===== src/rtl/shooter_controller.sv =====
// rtl/shooter_controller.sv - shooter position integrator and rate-limited fire requester
// Optional SHOOTER_FIRE_EDGE_EN: require fire key release between shots.
module shooter_controller #(
  parameter logic [9:0]  X_START         = 10'd320,
  parameter logic [9:0]  Y_START         = 10'd400,
  parameter logic [9:0]  STEP            = 10'd2,
  parameter logic [9:0]  X_MIN           = 10'd16,
  parameter logic [9:0]  X_MAX           = 10'd623,
  parameter logic [9:0]  Y_MIN           = 10'd16,
  parameter logic [9:0]  Y_MAX           = 10'd463,
  parameter int unsigned COOLDOWN_FRAMES = 8
) (
  input  logic       Clk,
  input  logic       Reset,
  input  logic       frame_tick,
  input  logic [2:0] ShooterMove,
  input  logic       is_shot,
  input  logic       fire_ack,
  output logic [9:0] shooter_x,
  output logic [9:0] shooter_y,
  output logic       fire_req,
  output logic [9:0] fire_x,
  output logic [9:0] fire_y
);

  typedef enum logic [1:0] {
    IDLE = 2'd0,
    REQ  = 2'd1,
    COOL = 2'd2
  } state_t;

  localparam logic [2:0] MOVE_UP    = 3'b001;
  localparam logic [2:0] MOVE_RIGHT = 3'b010;
  localparam logic [2:0] MOVE_DOWN  = 3'b011;
  localparam logic [2:0] MOVE_LEFT  = 3'b100;
  localparam logic [7:0] COOL_LOAD  = 8'(COOLDOWN_FRAMES);

  state_t     state_q, state_d;
  logic [9:0] x_q, x_d;
  logic [9:0] y_q, y_d;
  logic       fire_req_q, fire_req_d;
  logic [9:0] fire_x_q, fire_x_d;
  logic [9:0] fire_y_q, fire_y_d;
  logic [7:0] cnt_q, cnt_d;
  logic       fire_ok;

`ifdef SHOOTER_FIRE_EDGE_EN
  logic armed_q, armed_d;

  assign fire_ok = is_shot & armed_q;

  always_comb begin
    armed_d = armed_q;
    if (frame_tick && !is_shot) begin
      armed_d = 1'b1;
    end
    if (state_q == IDLE && frame_tick && fire_ok) begin
      armed_d = 1'b0;
    end
  end

  always_ff @(posedge Clk) begin
    if (Reset) begin
      armed_q <= 1'b1;
    end else begin
      armed_q <= armed_d;
    end
  end
`else
  assign fire_ok = is_shot;
`endif

  // Clamp comparisons happen before the add/subtract so 10-bit values never wrap.
  always_comb begin
    x_d = x_q;
    y_d = y_q;
    if (frame_tick) begin
      case (ShooterMove)
        MOVE_UP:    y_d = (y_q < Y_MIN + STEP) ? Y_MIN : y_q - STEP;
        MOVE_DOWN:  y_d = (y_q > Y_MAX - STEP) ? Y_MAX : y_q + STEP;
        MOVE_LEFT:  x_d = (x_q < X_MIN + STEP) ? X_MIN : x_q - STEP;
        MOVE_RIGHT: x_d = (x_q > X_MAX - STEP) ? X_MAX : x_q + STEP;
        default: ;
      endcase
    end
  end

  always_comb begin
    state_d    = state_q;
    fire_req_d = fire_req_q;
    fire_x_d   = fire_x_q;
    fire_y_d   = fire_y_q;
    cnt_d      = cnt_q;
    case (state_q)
      IDLE: begin
        if (frame_tick && fire_ok) begin
          state_d    = REQ;
          fire_req_d = 1'b1;
          fire_x_d   = x_q;
          fire_y_d   = y_q - 10'd8;
        end
      end
      REQ: begin
        if (fire_ack) begin
          fire_req_d = 1'b0;
          if (COOLDOWN_FRAMES == 0) begin
            state_d = IDLE;
          end else begin
            state_d = COOL;
            cnt_d   = COOL_LOAD;
          end
        end
      end
      COOL: begin
        if (frame_tick) begin
          if (cnt_q <= 8'd1) begin
            state_d = IDLE;
            cnt_d   = 8'd0;
          end else begin
            cnt_d = cnt_q - 8'd1;
          end
        end
      end
      default: begin
        state_d    = IDLE;
        fire_req_d = 1'b0;
      end
    endcase
  end

  always_ff @(posedge Clk) begin
    if (Reset) begin
      state_q    <= IDLE;
      x_q        <= X_START;
      y_q        <= Y_START;
      fire_req_q <= 1'b0;
      fire_x_q   <= 10'd0;
      fire_y_q   <= 10'd0;
      cnt_q      <= 8'd0;
    end else begin
      state_q    <= state_d;
      x_q        <= x_d;
      y_q        <= y_d;
      fire_req_q <= fire_req_d;
      fire_x_q   <= fire_x_d;
      fire_y_q   <= fire_y_d;
      cnt_q      <= cnt_d;
    end
  end

  assign shooter_x = x_q;
  assign shooter_y = y_q;
  assign fire_req  = fire_req_q;
  assign fire_x    = fire_x_q;
  assign fire_y    = fire_y_q;

endmodule

===== config.mk =====
export PLATFORM = sky130hd
export DESIGN_NAME = shooter_controller
export DESIGN_NICKNAME = d
export VERILOG_FILES = /design/src/rtl/shooter_controller.sv
export SDC_FILE = /design/constraint.sdc
export NUM_CORES = 1
export LEC_CHECK = 0
export CAP_MARGIN = 20
export CORE_MARGIN = 8
export CORE_UTILIZATION = 48
export DETAILED_ROUTE_END_ITERATION = 10
export GPL_ROUTABILITY_DRIVEN = 1
export PLACE_DENSITY = 0.76
export SLEW_MARGIN = 5
export SYNTH_ARGS = -nofsm -noshare
export SYNTH_HDL_FRONTEND = slang
export SYNTH_SLANG_ARGS = --single-unit

===== constraint.sdc =====
create_clock -name Clk -period 2.1 [get_ports Clk]
set_clock_uncertainty 0.2 [all_clocks]
set_input_delay 0.63 -clock Clk [delete_from_list [all_inputs] [get_ports Clk]]
set_output_delay 0.63 -clock Clk [all_outputs]
set_load 0.02 [all_outputs]

==> results.sh <==
export IMPL_outcome="complete, but fails checks"
export IMPL_failed_checks="negative setup slack"
export IMPL_vias_per_cell=5.58
export IMPL_cts_tree="yes"
export IMPL_irDropWorstVdd_v=0.000522
export IMPL_rsz0062_at_grt="yes"
export IMPL_reg2reg_to="shooter_y[7]"
export IMPL_period_share_pct=101
export IMPL_min_from="fire_x[6]"
export IMPL_tightest_slew_ps=437
export IMPL_cap_violations=0
export IMPL_hpwl_um=6550
export IMPL_path_class="register to register"
export IMPL_grt_util_all_layers_pct=19.7
export IMPL_use_met2_pct=33.3
export IMPL_hp_class="register to register"
export IMPL_yosys_warnings=0
export IMPL_die_h_um=94.7
export IMPL_finalWeightedCongestion=0.979
export IMPL_dr_pass1_iters=4
export IMPL_first_iter_violations=207
export IMPL_fin_ws_ps=-14.6
export IMPL_ctsLongestPathBuffers=2
export IMPL_fin_crit_ps=2110
export IMPL_ys_seq_area_share_pct=34.3
export IMPL_initial_core_util_pct=49.9
export IMPL_finalHoldViolations=0
export IMPL_rows=28
export IMPL_area_delta_synth_final_pct=40.6
export IMPL_nets=502
export IMPL_rrSetupSlack_ps=-10
export IMPL_synthFlopType="dfxtp_1"
export IMPL_drc=0
export IMPL_max_freq_mhz=473
export IMPL_worstSetupEndpointType="register"
export IMPL_ys_ff_latch=51
export IMPL_crit_fanout=5
export IMPL_grt_pass1_wl_um=14400
export IMPL_r2r_start="shooter_y[6]"
export IMPL_synthDistinctLibCells=63
export IMPL_use_met3_pct=4.05
export IMPL_syn_area_um2=2970
export IMPL_clk_pin_slew_ps=100
export IMPL_layout_drive_gt1_share_pct=24.5
export IMPL_hold_buffers=0
export IMPL_slew_viol_final=0
export IMPL_setup_viol=1
export IMPL_top_usage_layer="met2"
export IMPL_clk_latency_ps=310
export IMPL_whs_path_depth=2
export IMPL_grt_overflow_total=0
export IMPL_die_w_um=94.7
export IMPL_min_to="fire_x[6]"
export IMPL_p_total_uw=2350
export IMPL_die_area_um2=8970
export IMPL_grt_pass1_vias=3047
export IMPL_leakagePower_uw=0.00181
export IMPL_grt_max_degree=23
export IMPL_core_area_um2=5960
export IMPL_fillers=498
export IMPL_start_kind="register"
export IMPL_regArea_um2=1030
export IMPL_crit_required_ps=2100
export IMPL_async_reset_ff_share_pct=0
export IMPL_io_pins=49
export IMPL_drt_wl_total_um=8730
export IMPL_clock_sinks=51
export IMPL_fin_tns_setup_ps=-14.6
export IMPL_port_buffers=48
export IMPL_cts_buffers=5
export IMPL_root_buffer="clkbuf_8"
export IMPL_synth_nets=403
export IMPL_multi_input_area_um2=1860
export IMPL_num_vias=3131
export IMPL_use_met1_pct=25.0
export IMPL_max_slew_margin_pct=70.8
export IMPL_n_antenna_cell=0
export IMPL_wire_per_inst_um=15.6
export IMPL_syn_avg_cell_area_um2=7.70
export IMPL_antenna_found_initial=0
export IMPL_power_density_nw_per_um2=561
export IMPL_worstRegToRegCells=5
export IMPL_htree_levels=2
export IMPL_crit_arrival_ps=2110
export IMPL_netlist_instances=386
export IMPL_synth_edf_count=0
export IMPL_ant_nets=0
## cell usage in the layout (no fill, tap or decap), drive strengths merged, types with 3 or more instances in the layout
master,synthesis,routed
or3,6,6
and3,4,4
nand3,10,10
or4,3,3
dlymetal6s2s,0,6
xor2,14,14
clkdlybuf4s50,0,3
dlygate4sd2,0,39
nand3b,4,4
nand2,57,57
nor4,5,5
xnor2,5,5
nand4,3,3
o211ai,4,4
a31oi,3,3
nand2b,5,5
inv,10,11
dfxtp,51,51
nor3,12,12
o31ai,4,4
ha,9,9
o22ai,3,3
a211oi,16,16
a21oi,32,32
o21ai,17,17
buf,5,76
nor2b,5,5
clkbuf,27,6
nor2,36,36
## what timing repair did
item / 4_1_cts / 5_1_grt
setup endpoints to repair: 56 / 34
resized for setup: 47 / 19
pin swaps: 2 / 6
buffers inserted: 0 / 4
## cell families (layout without fill, tap and decap cells)
| logic type | after synthesis | after routing | share of synthesized area, % |
|---|---|---|---|
| AOI/OAI and AO/OA | 100 | 100 | 22.6 |
| xor gates and xnor gates | 19 | 19 | 5.60 |
| adders and majority gates | 9 | 9 | 3.79 |
| buffers and inverters | 42 | 142 | 6.14 |
| DFF | 51 | 51 | 34.3 |
| muxes | 2 | 2 | 0.715 |
| and+or+nand+nor | 163 | 163 | 26.8 |
## synthesized netlist by cell type, types with 3 or more instances
library cell / instances / share of area (%)
a211oi_1: 15 / 3.8
a21oi_1: 31 / 5.2
a31oi_1: 3 / 0.63
and3_1: 4 / 0.84
buf_6: 3 / 1.1
clkbuf_1: 27 / 3.4
dfxtp_1: 51 / 34
ha_1: 9 / 3.8
inv_1: 10 / 1.3
nand2_1: 57 / 7.2
nand2b_1: 5 / 1.1
nand3_1: 10 / 1.7
nand3b_1: 4 / 1.0
nand4_1: 3 / 0.63
nor2_1: 36 / 4.5
nor2b_1: 5 / 1.1
nor3_1: 12 / 2.0
nor4_1: 5 / 1.1
o211ai_1: 4 / 1.0
o21ai_0: 16 / 2.7
o22ai_1: 3 / 0.63
o31ai_1: 4 / 1.0
or3_1: 4 / 0.84
xnor2_1: 5 / 1.5
xor2_1: 14 / 4.1
## per-stage QoR
stage	worst slack, ps	util, %	hold slack, ps	cell area [um^2]	cells
4_1_cts	-11.6	68.7	262	4090	557
2_1_floorplan	-198	-	279	3030	386
5_1_grt	-123	70.2	280	4180	561
3_3_place_gp	-438	67.2	242	4000	549
3_5_place_dp	-462	67.2	248	4000	549
6_report	-14.6	70.2	255	4180	561
## registers in the layout (all words and copies together), names as in the netlist
register   flops
cnt_q          8
fire_req       1
fire_x        10
fire_y        10
shooter_x     10
shooter_y     10
state_q        2
## critical path, stage by stage, from the launching register on
cell,delay [ps]
dfxtp_2,340
or3_4,410
o41ai_4,440
a21oi_2,60
o21ai_1,130
or4b_1,430
## power breakdown
| part | internal [uW] | switching, uW |
|---|---|---|
| clock | 393 | 354 |
| sequential | 1010 | 45.7 |
| combinational | 256 | 288 |
## metal layers
metal  routed length (um)  vias up
li1                     -     1558
met1                 3920     1450
met2                 4150      107
met3                  517       16
met4                  143        0
met5                    0        -
## worst max-delay path by stage
stage | start | end | slack, ps | cells past startpoint
3_3_place_gp | ShooterMove[2] | shooter_y[9] | -440 | 5
6_report | shooter_y[6] | shooter_y[7] | -10 | 5
2_1_floorplan | shooter_y[5] | shooter_y[7] | -200 | 6
5_1_grt | shooter_y[6] | shooter_y[7] | -120 | 5
3_5_place_dp | ShooterMove[0] | shooter_x[4] | -460 | 7
4_1_cts | shooter_y[6] | shooter_y[7] | -10 | 5
## layout make-up
class | instances | share of cell area [%]
Clock buffer | 6 | 1.97
Multi-Input combinational cell | 293 | 44.4
Tap cell | 75 | 2.24
Clock inverter | 2 | 0.927
Sequential cell | 51 | 24.7
Inverter | 10 | 0.897
Timing Repair Buffer | 124 | 24.9
No activity file was read; power rests on OpenSTA's default activity.
